<file path="config.mk">
export PLATFORM = sky130hd
export DESIGN_NAME = fp_div_iter
export DESIGN_NICKNAME = d
export VERILOG_FILES = /design/src/rtl/fp_div_pkg.sv /design/src/rtl/fp_div_special.sv /design/src/rtl/fp_div_iter.sv
export SDC_FILE = /design/constraint.sdc
export NUM_CORES = 1
export LEC_CHECK = 0
export CAP_MARGIN = 20
export CORE_MARGIN = 5
export CORE_UTILIZATION = 55
export CTS_CLUSTER_SIZE = 12
export DETAILED_ROUTE_END_ITERATION = 8
export PLACE_DENSITY = 0.82
export RECOVER_POWER = 100
export SYNTH_ARGS = -nofsm -noshare
export SYNTH_HDL_FRONTEND = slang
export SYNTH_HIERARCHICAL = 1
export SYNTH_SLANG_ARGS = --single-unit
</file>
<file path="constraint.sdc">
create_clock -name clk -period 7.1 [get_ports clk]
set_clock_uncertainty 0.1 [all_clocks]
set_input_delay 1.775 -clock clk [delete_from_list [all_inputs] [get_ports clk]]
set_output_delay 1.775 -clock clk [all_outputs]
set_load 0.02 [all_outputs]
</file>
<file path="src/rtl/fp_div_pkg.sv">
// Shared constants, state encodings and operand class codes for the iterative FP divider.
// Width helpers let each instance derive its own sizes from EXP_W/MAN_W/GUARD.
package fp_div_pkg;

   localparam int DEF_EXP_W = 8;
   localparam int DEF_MAN_W = 23;
   localparam int DEF_GUARD = 2;

   function automatic int calc_sw(input int man_w);
      return man_w + 1;
   endfunction

   function automatic int calc_qw(input int man_w, input int guard);
      return man_w + guard + 2;
   endfunction

   function automatic int calc_bias(input int exp_w);
      return (1 << (exp_w - 1)) - 1;
   endfunction

   localparam int SW   = calc_sw(DEF_MAN_W);
   localparam int QW   = calc_qw(DEF_MAN_W, DEF_GUARD);
   localparam int BIAS = calc_bias(DEF_EXP_W);

   localparam logic [1:0] ST_IDLE = 2'd0;
   localparam logic [1:0] ST_DIV  = 2'd1;
   localparam logic [1:0] ST_NORM = 2'd2;
   localparam logic [1:0] ST_DONE = 2'd3;

   typedef enum logic [1:0] {
      CLS_ZERO = 2'd0,
      CLS_NORM = 2'd1,
      CLS_INF  = 2'd2,
      CLS_NAN  = 2'd3
   } fp_class_e;

endpackage

</file>
<file path="src/rtl/fp_div_special.sv">
// Operand classifier and special-result generator for one dividend/divisor pair.
// Denormals classify as zero; special is high when no mantissa divide is needed.
module fp_div_special
   import fp_div_pkg::*;
#(
   parameter int EXP_W = 8,
   parameter int MAN_W = 23,
   parameter int GUARD = 2
) (
   input  logic [EXP_W+MAN_W-1:0] a_mag,
   input  logic [EXP_W+MAN_W-1:0] b_mag,
   output logic                   special,
   output logic [EXP_W+1:0]       res_exp,
   output logic [MAN_W+GUARD+1:0] res_man,
   output logic                   div_zero,
   output logic                   invalid
);

   localparam int QMW = MAN_W + GUARD + 2;

   function automatic fp_class_e classify(input logic [EXP_W+MAN_W-1:0] x);
      if (x[MAN_W +: EXP_W] == '0)
         return CLS_ZERO;
      if (x[MAN_W +: EXP_W] == '1)
         return (x[MAN_W-1:0] == '0) ? CLS_INF : CLS_NAN;
      return CLS_NORM;
   endfunction

   fp_class_e cls_a;
   fp_class_e cls_b;

   assign cls_a = classify(a_mag);
   assign cls_b = classify(b_mag);

   // NOTE: every output gets a default first so no path through the decode infers a latch.
   always_comb begin
      special  = 1'b1;
      res_exp  = '0;
      res_man  = '0;
      div_zero = 1'b0;
      invalid  = 1'b0;
      if (cls_a == CLS_NAN || cls_b == CLS_NAN ||
          (cls_a == CLS_ZERO && cls_b == CLS_ZERO) ||
          (cls_a == CLS_INF  && cls_b == CLS_INF)) begin
         invalid = 1'b1;
         res_exp = {2'b00, {EXP_W{1'b1}}};
         res_man = {2'b11, {(QMW-2){1'b0}}};
      end else if (cls_a == CLS_INF || cls_b == CLS_ZERO) begin
         res_exp  = {2'b00, {EXP_W{1'b1}}};
         div_zero = (cls_b == CLS_ZERO);
      end else if (cls_a == CLS_ZERO || cls_b == CLS_INF) begin
         res_exp = '0;
      end else begin
         special = 1'b0;
      end
   end

endmodule

</file>
<file path="src/rtl/fp_div_iter.sv">
// Iterative restoring radix-2 FP divider: one quotient bit per cycle, then a single
// normalisation step producing {hidden, frac, guard, sticky}; rounding happens downstream.
module fp_div_iter
   import fp_div_pkg::*;
#(
   parameter int EXP_W = 8,
   parameter int MAN_W = 23,
   parameter int GUARD = 2
) (
   input  logic                   clk,
   input  logic                   rst,
   input  logic                   start,
   input  logic                   stall,
   input  logic [EXP_W+MAN_W:0]   a_in,
   input  logic [EXP_W+MAN_W:0]   b_in,
   output logic                   busy,
   output logic                   done,
   output logic                   q_sign,
   output logic [EXP_W+1:0]       q_exp,
   output logic [MAN_W+GUARD+1:0] q_man,
   output logic                   div_zero,
   output logic                   invalid
);

   localparam int SIG_W    = calc_sw(MAN_W);
   localparam int Q_W      = calc_qw(MAN_W, GUARD);
   localparam int EXP_BIAS = calc_bias(EXP_W);
   localparam int CW       = $clog2(Q_W + 1);
   localparam int XW       = EXP_W + 2;

   logic [1:0]       state;
   logic [CW-1:0]    count;
   logic [SIG_W:0]   rem;
   logic [Q_W-1:0]   quo;
   logic [SIG_W-1:0] sig_b;
   logic [EXP_W-1:0] exp_a;
   logic [EXP_W-1:0] exp_b;

   logic                   sp_hit;
   logic [XW-1:0]          sp_exp;
   logic [Q_W-1:0]         sp_man;
   logic                   sp_dz;
   logic                   sp_inv;

   logic                   rem_ge;
   logic [SIG_W-1:0]       rem_diff;
   logic [SIG_W:0]         rem_next;
   logic [XW-1:0]          exp_raw;
   logic [XW-1:0]          norm_exp;
   logic [Q_W-1:0]         norm_man;
   logic                   rem_nz;

   fp_div_special #(
      .EXP_W (EXP_W),
      .MAN_W (MAN_W),
      .GUARD (GUARD)
   ) u_special (
      .a_mag    (a_in[EXP_W+MAN_W-1:0]),
      .b_mag    (b_in[EXP_W+MAN_W-1:0]),
      .special  (sp_hit),
      .res_exp  (sp_exp),
      .res_man  (sp_man),
      .div_zero (sp_dz),
      .invalid  (sp_inv)
   );

   // The partial remainder always stays below 2*sig_b, so the difference fits in SIG_W bits.
   assign rem_ge   = (rem >= {1'b0, sig_b});
   assign rem_diff = rem[SIG_W-1:0] - sig_b;
   assign rem_next = rem_ge ? {rem_diff, 1'b0} : {rem[SIG_W-1:0], 1'b0};
   assign rem_nz   = |rem;

   // Quotient lies in (0.5, 2): the top bit decides whether one extra shift is needed.
   assign exp_raw  = {2'b00, exp_a} - {2'b00, exp_b} + XW'(EXP_BIAS);
   assign norm_exp = quo[Q_W-1] ? exp_raw : exp_raw - XW'(1);
   assign norm_man = quo[Q_W-1] ? {quo[Q_W-1:1], quo[0] | rem_nz}
                                : {quo[Q_W-2:0], rem_nz};

   assign busy = (state == ST_DIV) || (state == ST_NORM);

   // NOTE: all state is updated with non-blocking assignments so every register samples pre-edge values.
   always_ff @(posedge clk or posedge rst) begin
      if (rst) begin
         state    <= ST_IDLE;
         count    <= '0;
         rem      <= '0;
         quo      <= '0;
         sig_b    <= '0;
         exp_a    <= '0;
         exp_b    <= '0;
         done     <= 1'b0;
         q_sign   <= 1'b0;
         q_exp    <= '0;
         q_man    <= '0;
         div_zero <= 1'b0;
         invalid  <= 1'b0;
      end else if (!stall) begin
         case (state)
            ST_IDLE: begin
               if (start) begin
                  q_sign <= a_in[EXP_W+MAN_W] ^ b_in[EXP_W+MAN_W];
                  if (sp_hit) begin
                     q_exp    <= sp_exp;
                     q_man    <= sp_man;
                     div_zero <= sp_dz;
                     invalid  <= sp_inv;
                     done     <= 1'b1;
                     state    <= ST_DONE;
                  end else begin
                     exp_a <= a_in[MAN_W +: EXP_W];
                     exp_b <= b_in[MAN_W +: EXP_W];
                     sig_b <= {1'b1, b_in[MAN_W-1:0]};
                     rem   <= {2'b01, a_in[MAN_W-1:0]};
                     quo   <= '0;
                     count <= '0;
                     state <= ST_DIV;
                  end
               end
            end
            ST_DIV: begin
               rem   <= rem_next;
               quo   <= {quo[Q_W-2:0], rem_ge};
               count <= count + CW'(1);
               if (count == CW'(Q_W - 1))
                  state <= ST_NORM;
            end
            ST_NORM: begin
               q_exp    <= norm_exp;
               q_man    <= norm_man;
               div_zero <= 1'b0;
               invalid  <= 1'b0;
               done     <= 1'b1;
               state    <= ST_DONE;
            end
            default: begin
               done  <= 1'b0;
               state <= ST_IDLE;
            end
         endcase
      end
   end

endmodule

</file>
======== Word level (Yosys, flattened, before mapping) ========
Index checks and enable logic that the tools add are counted.
cells by class
  add/sub/neg operators ................... 5
  multiplexer cells ....................... 56
  reduce and logical (&&, ||, !) cells .... 24
  $lt $le $gt $ge ......................... 1
  bitwise operators ....................... 5
  equality and inequality tests ........... 13
operators with widths
  kind                   number
  $mux 27                6
  $pmux 27 s2            2
  $mux 25                3
  $pmux 25 s2            1
  $logic_not 23->1       2
  $mux 10                4
  $ge 25x24->1           1
  $reduce_or 25->1       1
  $sub 24x24->24         1
  $mux 2                 11
  $mux 1                 20
  $pmux 10 s2            1
  $eq 8x8->1 const B     2
  $logic_not 8->1        2
  $reduce_and 4->1       4
  $add 9x8->10 const B   1
  $eq 2x2->1 const B     5
  $mux 5                 2
  $pmux 5 s2             1
  $sub 10x1->10 const B  1
  $sub 8x8->9            1
  $mux 8                 1
  $logic_not 2->1        3
  $logic_or 1x1->1       6
  other kinds (14)       22
word-level totals
  flip-flop bits (word level) ............. 140
  output and inout bits ................... 42
  logic and storage cells ................. 117
  bits of input ports ..................... 68

======== Depth between registers and ports, before layout ========
  depth after elaboration ................. 13
  gate-level depth with buffers ........... 13
  gate-level depth less buffers ........... 13

======== By module ========
Netlist, hierarchy kept.
modules (own cells, without submodules)
  module          seq. area each (µm²)  area an instance (µm²)  times used  cells an instance
  fp_div_iter     3,503.4               8,160.3                 1           924
  fp_div_special  0.0                   531.8                   1           77

======== Least setup slack after synthesis ========
Ideal clock, no wire load.
  kind .................................... input port to flip-flop
  start ................................... input port a_in[23]
  end ..................................... register rem[12]
  path buffers ............................ 1
  arrival ................................. 3.645 ns
  setup slack ............................. 3.219 ns
  data required time ...................... 6.864 ns
  library setup time ...................... 0.136 ns
  cell stages on the path ................. 13
  path through ............................ or4_1 -> nor2_2 -> nor2_1 -> nand2_1 -> nand2_1 -> o21ai_0 -> or2_2 -> clkbuf_1 -> nor2_1 -> nand2_1 -> nor2_1 -> a221oi_1 -> o21ai_0
between the ends
  cells in the longest elaborated chain, start to end .. 12
  elaborated cells on any way between the ends .. 23
  those cells by class .................... eq/ne (4); mux (9); reduce/logical (10)
RTL lines
  item                                                  RTL line                                                          RTL
  from (decl)                                           fp_div_iter.sv:14                                                 input logic [EXP_W+MAN_W:0] a_in,
  $eq 8x8->1                                            fp_div_special.sv:24                                              if (x[MAN_W +: EXP_W] == '1)
  $mux 1 (2 in series)                                  fp_div_special.sv:24
  $mux 2                                                fp_div_special.sv:26                                              return CLS_NORM;
  $mux 2 *                                              fp_div_special.sv:24
  $logic_not 2->1 / $eq 2x2->1 (equally long branches)  fp_div_special.sv:43, fp_div_special.sv:51, fp_div_special.sv:42
  $logic_or 1x1->1 (tied with other cells)              fp_div_special.sv:51                                              end else if (cls_a == CLS_ZERO || cls_b == CLS_INF) begin
  $mux 1 / $logic_or 1x1->1 (equally long branches)     fp_div_special.sv:51, fp_div_special.sv:42
  $mux 1 / $logic_or 1x1->1 (equally long branches)     fp_div_special.sv:48, fp_div_special.sv:43
  $mux 1 *                                              fp_div_special.sv:42                                              if (cls_a == CLS_NAN || cls_b == CLS_NAN ||
  via sp_hit                                            fp_div_iter.sv:39                                                 logic sp_hit;
  $ne 2x2->1 (no source line) *                         --
  $reduce_and 4->1 (no source line) *                   --
  to (signal assigned)                                  fp_div_iter.sv:113                                                rem <= {2'b01, a_in[MAN_W-1:0]};
  to (signal assigned)                                  fp_div_iter.sv:121                                                rem <= rem_next;
  to (decl)                                             fp_div_iter.sv:33                                                 logic [SIG_W:0] rem;
The timed path passes the listed nets; every way through them passes the cells marked *. The select of a mux whose other input is x is not followed.
A chain may end at the register's enable or synchronous reset.

======== Final worst setup path ========
  start ................................... input port a_in[23]
  end ..................................... register sig_b[22]
between the ends
  cells in the longest elaborated chain, start to end .. 12
  elaborated cells on any way between the ends .. 23
  those cells by class .................... eq/ne (3); mux (9); bitwise (1); reduce/logical (10)
RTL lines
  item                                                  RTL line                                                          RTL
  $eq 8x8->1                                            fp_div_special.sv:24
  $mux 1 (2 in series)                                  fp_div_special.sv:24
  $mux 2                                                fp_div_special.sv:26
  $mux 2 *                                              fp_div_special.sv:24
  $logic_not 2->1 / $eq 2x2->1 (equally long branches)  fp_div_special.sv:43, fp_div_special.sv:51, fp_div_special.sv:42
  $logic_or 1x1->1 (tied with other cells)              fp_div_special.sv:51
  $mux 1 / $logic_or 1x1->1 (equally long branches)     fp_div_special.sv:51, fp_div_special.sv:42
  $mux 1 / $logic_or 1x1->1 (equally long branches)     fp_div_special.sv:48, fp_div_special.sv:43
  $mux 1 *                                              fp_div_special.sv:42
  via sp_hit                                            fp_div_iter.sv:39
  $not 1->1 (no source line) *                          --
  $reduce_and 4->1 (no source line) *                   --
  to (signal assigned)                                  fp_div_iter.sv:112                                                sig_b <= {1'b1, b_in[MAN_W-1:0]};
  to (decl)                                             fp_div_iter.sv:35                                                 logic [SIG_W-1:0] sig_b;
Marks and branches as above.

==> run_results.csv <==
group,metric,value,unit
grt,antenna_found_initial,0,
setup_path,worstPathArrival,5.59,ns
timing,finalWorstPathRequiredPeriod,5.39,ns
grt,grt_max_degree,88,
synthesis,synthMuxAreaShare,0.0618,
routing,wirelength,20.4,mm
die,start_util,0.553,
synthesis,yosys_warnings,6,
clock_tree,clk_pin_slew,0.06,ns
timing,rsz0062_at_grt,"no",
die,die_area,0.0184,mm^2
finish,final_nets,1191,
timing,max_slew_margin,-1.48,
synthesis,synthAdderAreaFrac,0.0622,
routing,vias,7356,
routing,drc,0,
setup_path,path_cells,"dlygate4sd3_1 > or4_1 > nor2_1 > nor2_1 > nand2_1 > nand2b_1 > nor3_1 > clkbuf_1 > nand2_1 > o21ai_0",
synthesis,synth-simple-area-share,0.172,
grt,gr-total-overflow,0,
clock_tree,clock-sinks,140,
synthesis,synth_xor_area_frac,0.0353,
routing,drt_iter0_markers,612,
die,core,0.0157,mm^2
synthesis,synth_seq_cells,140,
power_and_ir_drop,ir_drop,0.231,mV
place,dp_hpwl,15.1,mm
power_and_ir_drop,pwr_density_cell,485,mW/mm^2
timing,worst_slew_pin_slew,3.70,ns
setup_path,cpPeakStageDelay,1.85,ns
place,dpl_cell_area,0.00978,mm^2
grt,grt_pass1_vias,6964,
setup_path,path_buf_inv,2,
clock_tree,cts_hold_buf,0,
setup_path,path_delay_family,"buffers and inverters",
clock_tree,cts_root_buffer,"clkbuf_16",
min_path,holdCritPathClass,"reg -> reg",
power_and_ir_drop,leakagePower,4.58,nW
grt,grt_pass1_wl,34.0,mm
setup_path,end_kind,"flip-flop",
setup_path,crit_type,"in -> reg",
grt,track_usage,0.231,
clock_tree,cts_max_level,4,
clock_tree,clk_latency,0.42,ns
setup_path,setup.worst_path.start_class,"input port",
status,violations,"max-capacitance violations, max-slew violations",
routing,firstDrtPassIters,5,
synthesis,synth_edf_count,0,
setup_path,cp_slowest_cell,"clkbuf_1",
setup_path,required,7.30,ns
routing,routedWlPerCell,15.6,um
synthesis,syn_inst,1001,
clock_tree,clock_tree.buffer_depth,2,
synthesis,synth-compound-area-share,0.188,
die,pin_count,110,
timing,setup_viol,0,
status,outcome,"finished with violations",
synthesis,synth_area,0.00869,mm^2
clock_tree,cts_tree,"yes",
finish,fillers,1309,
synthesis,synthFlopType,"dfrtp_1",
run,max_cap_violations,3,
finish,diodes,0,
timing,fin_ws,1.71,ns
synthesis,async_flop_share,1.00,
synthesis,ys_types,70,
die,rows,46,
die,die_w,136,um
routing,viasPerCell,5.62,
synthesis,syn_area_per_cell,8.68,um^2
die,die_y,136,um
clock_tree,cts_made_buffers,17,
synthesis,ys_seq_area_frac,0.403,
setup_path,cp_max_fo,70,
routing,postRouteAntennaNets,0,
synthesis,synth_top_family_by_area,"compound AO/OA/AOI/OAI gates",
timing,timing.final.crit_share,0.759,
place,place_ws,2.10,ns
place,port_buffers,109,
timing,fmax,185,MHz
clock_tree,postCtsSetupRepairBufs,0,
finish,final_cell_area,0.0104,mm^2
place,place_congestion,0.934,
finish,syn2layout_area_growth,19.1,%
clock_tree,cts_resized,0,
timing,final_hold_viol_count,0,
timing,drv_slew,208,
finish,drive_gt1_frac,0.0594,
timing,tns,0,ns
==> placed cells by master, fill, tap and decap left out, types with 8 or more instances in the layout <==
cell,instances
xnor2_1,22
o21ai_0,136
a21oi_1,29
dfrtp_1,140
nand3_1,37
mux2_2,8
nor2_1,39
conb_1,27
dlygate4sd3_1,46
ha_1,39
nor3_1,10
nor4_1,16
xor2_1,13
a22oi_1,17
o21a_1,8
a211oi_1,11
mux2i_1,42
inv_1,53
nand2_1,179
a21o_1,12
clkdlybuf4s50_1,63
clkbuf_16,17
nand4_1,12
==> Yosys cell counts (4+ instances only) <==
cell | number | area share
o21a_1 | 8 | 0.0069
nand4_1 | 12 | 0.0086
nor3b_1 | 4 | 0.0035
nor4_1 | 16 | 0.012
a21o_1 | 12 | 0.010
nand2b_1 | 6 | 0.0043
mux2_2 | 9 | 0.012
ha_1 | 40 | 0.058
buf_4 | 36 | 0.031
dfrtp_1 | 140 | 0.40
a221o_1 | 5 | 0.0058
nor2b_1 | 4 | 0.0029
nand3_1 | 37 | 0.021
inv_1 | 54 | 0.023
nor2_1 | 39 | 0.017
clkbuf_1 | 41 | 0.018
a211oi_1 | 11 | 0.0095
nand2_1 | 179 | 0.077
xor2_1 | 13 | 0.013
xnor2_1 | 22 | 0.022
o21bai_1 | 5 | 0.0043
a22oi_1 | 17 | 0.015
o21ai_0 | 134 | 0.077
o211ai_1 | 5 | 0.0043
mux2i_1 | 42 | 0.048
nor3_1 | 11 | 0.0063
a21oi_1 | 29 | 0.017
==> worst paths after layout <==
check                                from  cells after the start  slack (ns)         to
worst max-delay path             a_in[23]                     10        1.71  sig_b[22]
worst min-delay path            q_man[10]                      2        0.37  q_man[10]
worst max register to register   state[1]                      7        3.34  sig_b[22]
worst min register to register  q_man[10]                      2        0.37  q_man[10]
max in group asynchronous             rst                      3        2.23   q_man[1]
min in group asynchronous             rst                      2        2.80    rem[20]
==> cell type report <==
type,count,area [um^2],share of cell area
clock inverter,10,114,0.0110
sequential,140,3500,0.338
timing repair buffer,119,1150,0.111
multi-input combinational,749,4620,0.447
inverter,54,204,0.0197
tap,216,270,0.0261
clock buffer,22,484,0.0468
==> routing by layer <==
metal,global-route usage,part of all wire,vias up
met1,0.319,0.45,3466
met3,0.0397,0.057,37
met4,0.0806,0.023,0
met5,0,0,-
met2,0.368,0.47,223
li1,-,-,3630
==> state kept, by name, indices dropped and copies added, names as in the netlist <==
name,flops
exp_a,8
sig_b,24
q_man,27
quo,27
div_zero,1
q_sign,1
count,5
exp_b,8
state,2
rem,25
q_exp,10
invalid,1
done,1
==> stage by stage <==
step | total power [mW] | utilization | cells | hold slack (ns)
floorplan | 3.43 | - | 1027 | 0.340
global placement | 4.07 | 0.622 | 1277 | 0.354
detailed placement | 4.16 | 0.622 | 1277 | 0.354
CTS | 5.06 | 0.660 | 1309 | 0.382
global route | 5.42 | 0.659 | 1310 | 0.398
finish | 5.02 | 0.659 | 1310 | 0.369
==> where the power goes <==
group / switching [mW] / internal, mW
registers: 0.179 / 1.08
logic: 1.69 / 1.19
clock network: 0.340 / 0.553
==> worst min-delay path, stage by stage, from the launching register on <==
cell	delay, ns
dfrtp_1	0.33
nand2_1	0.04
o21ai_0	0.06
==> kinds of logic after synthesis <==
kind of cell    Yosys count
other cells               1
buf+inv                 138
xor+xnor                 35
flops                   140
fa+ha+maj                42
simple gates            330
compound gates          263
mux                      52
(Power assumes the default switching activity.)
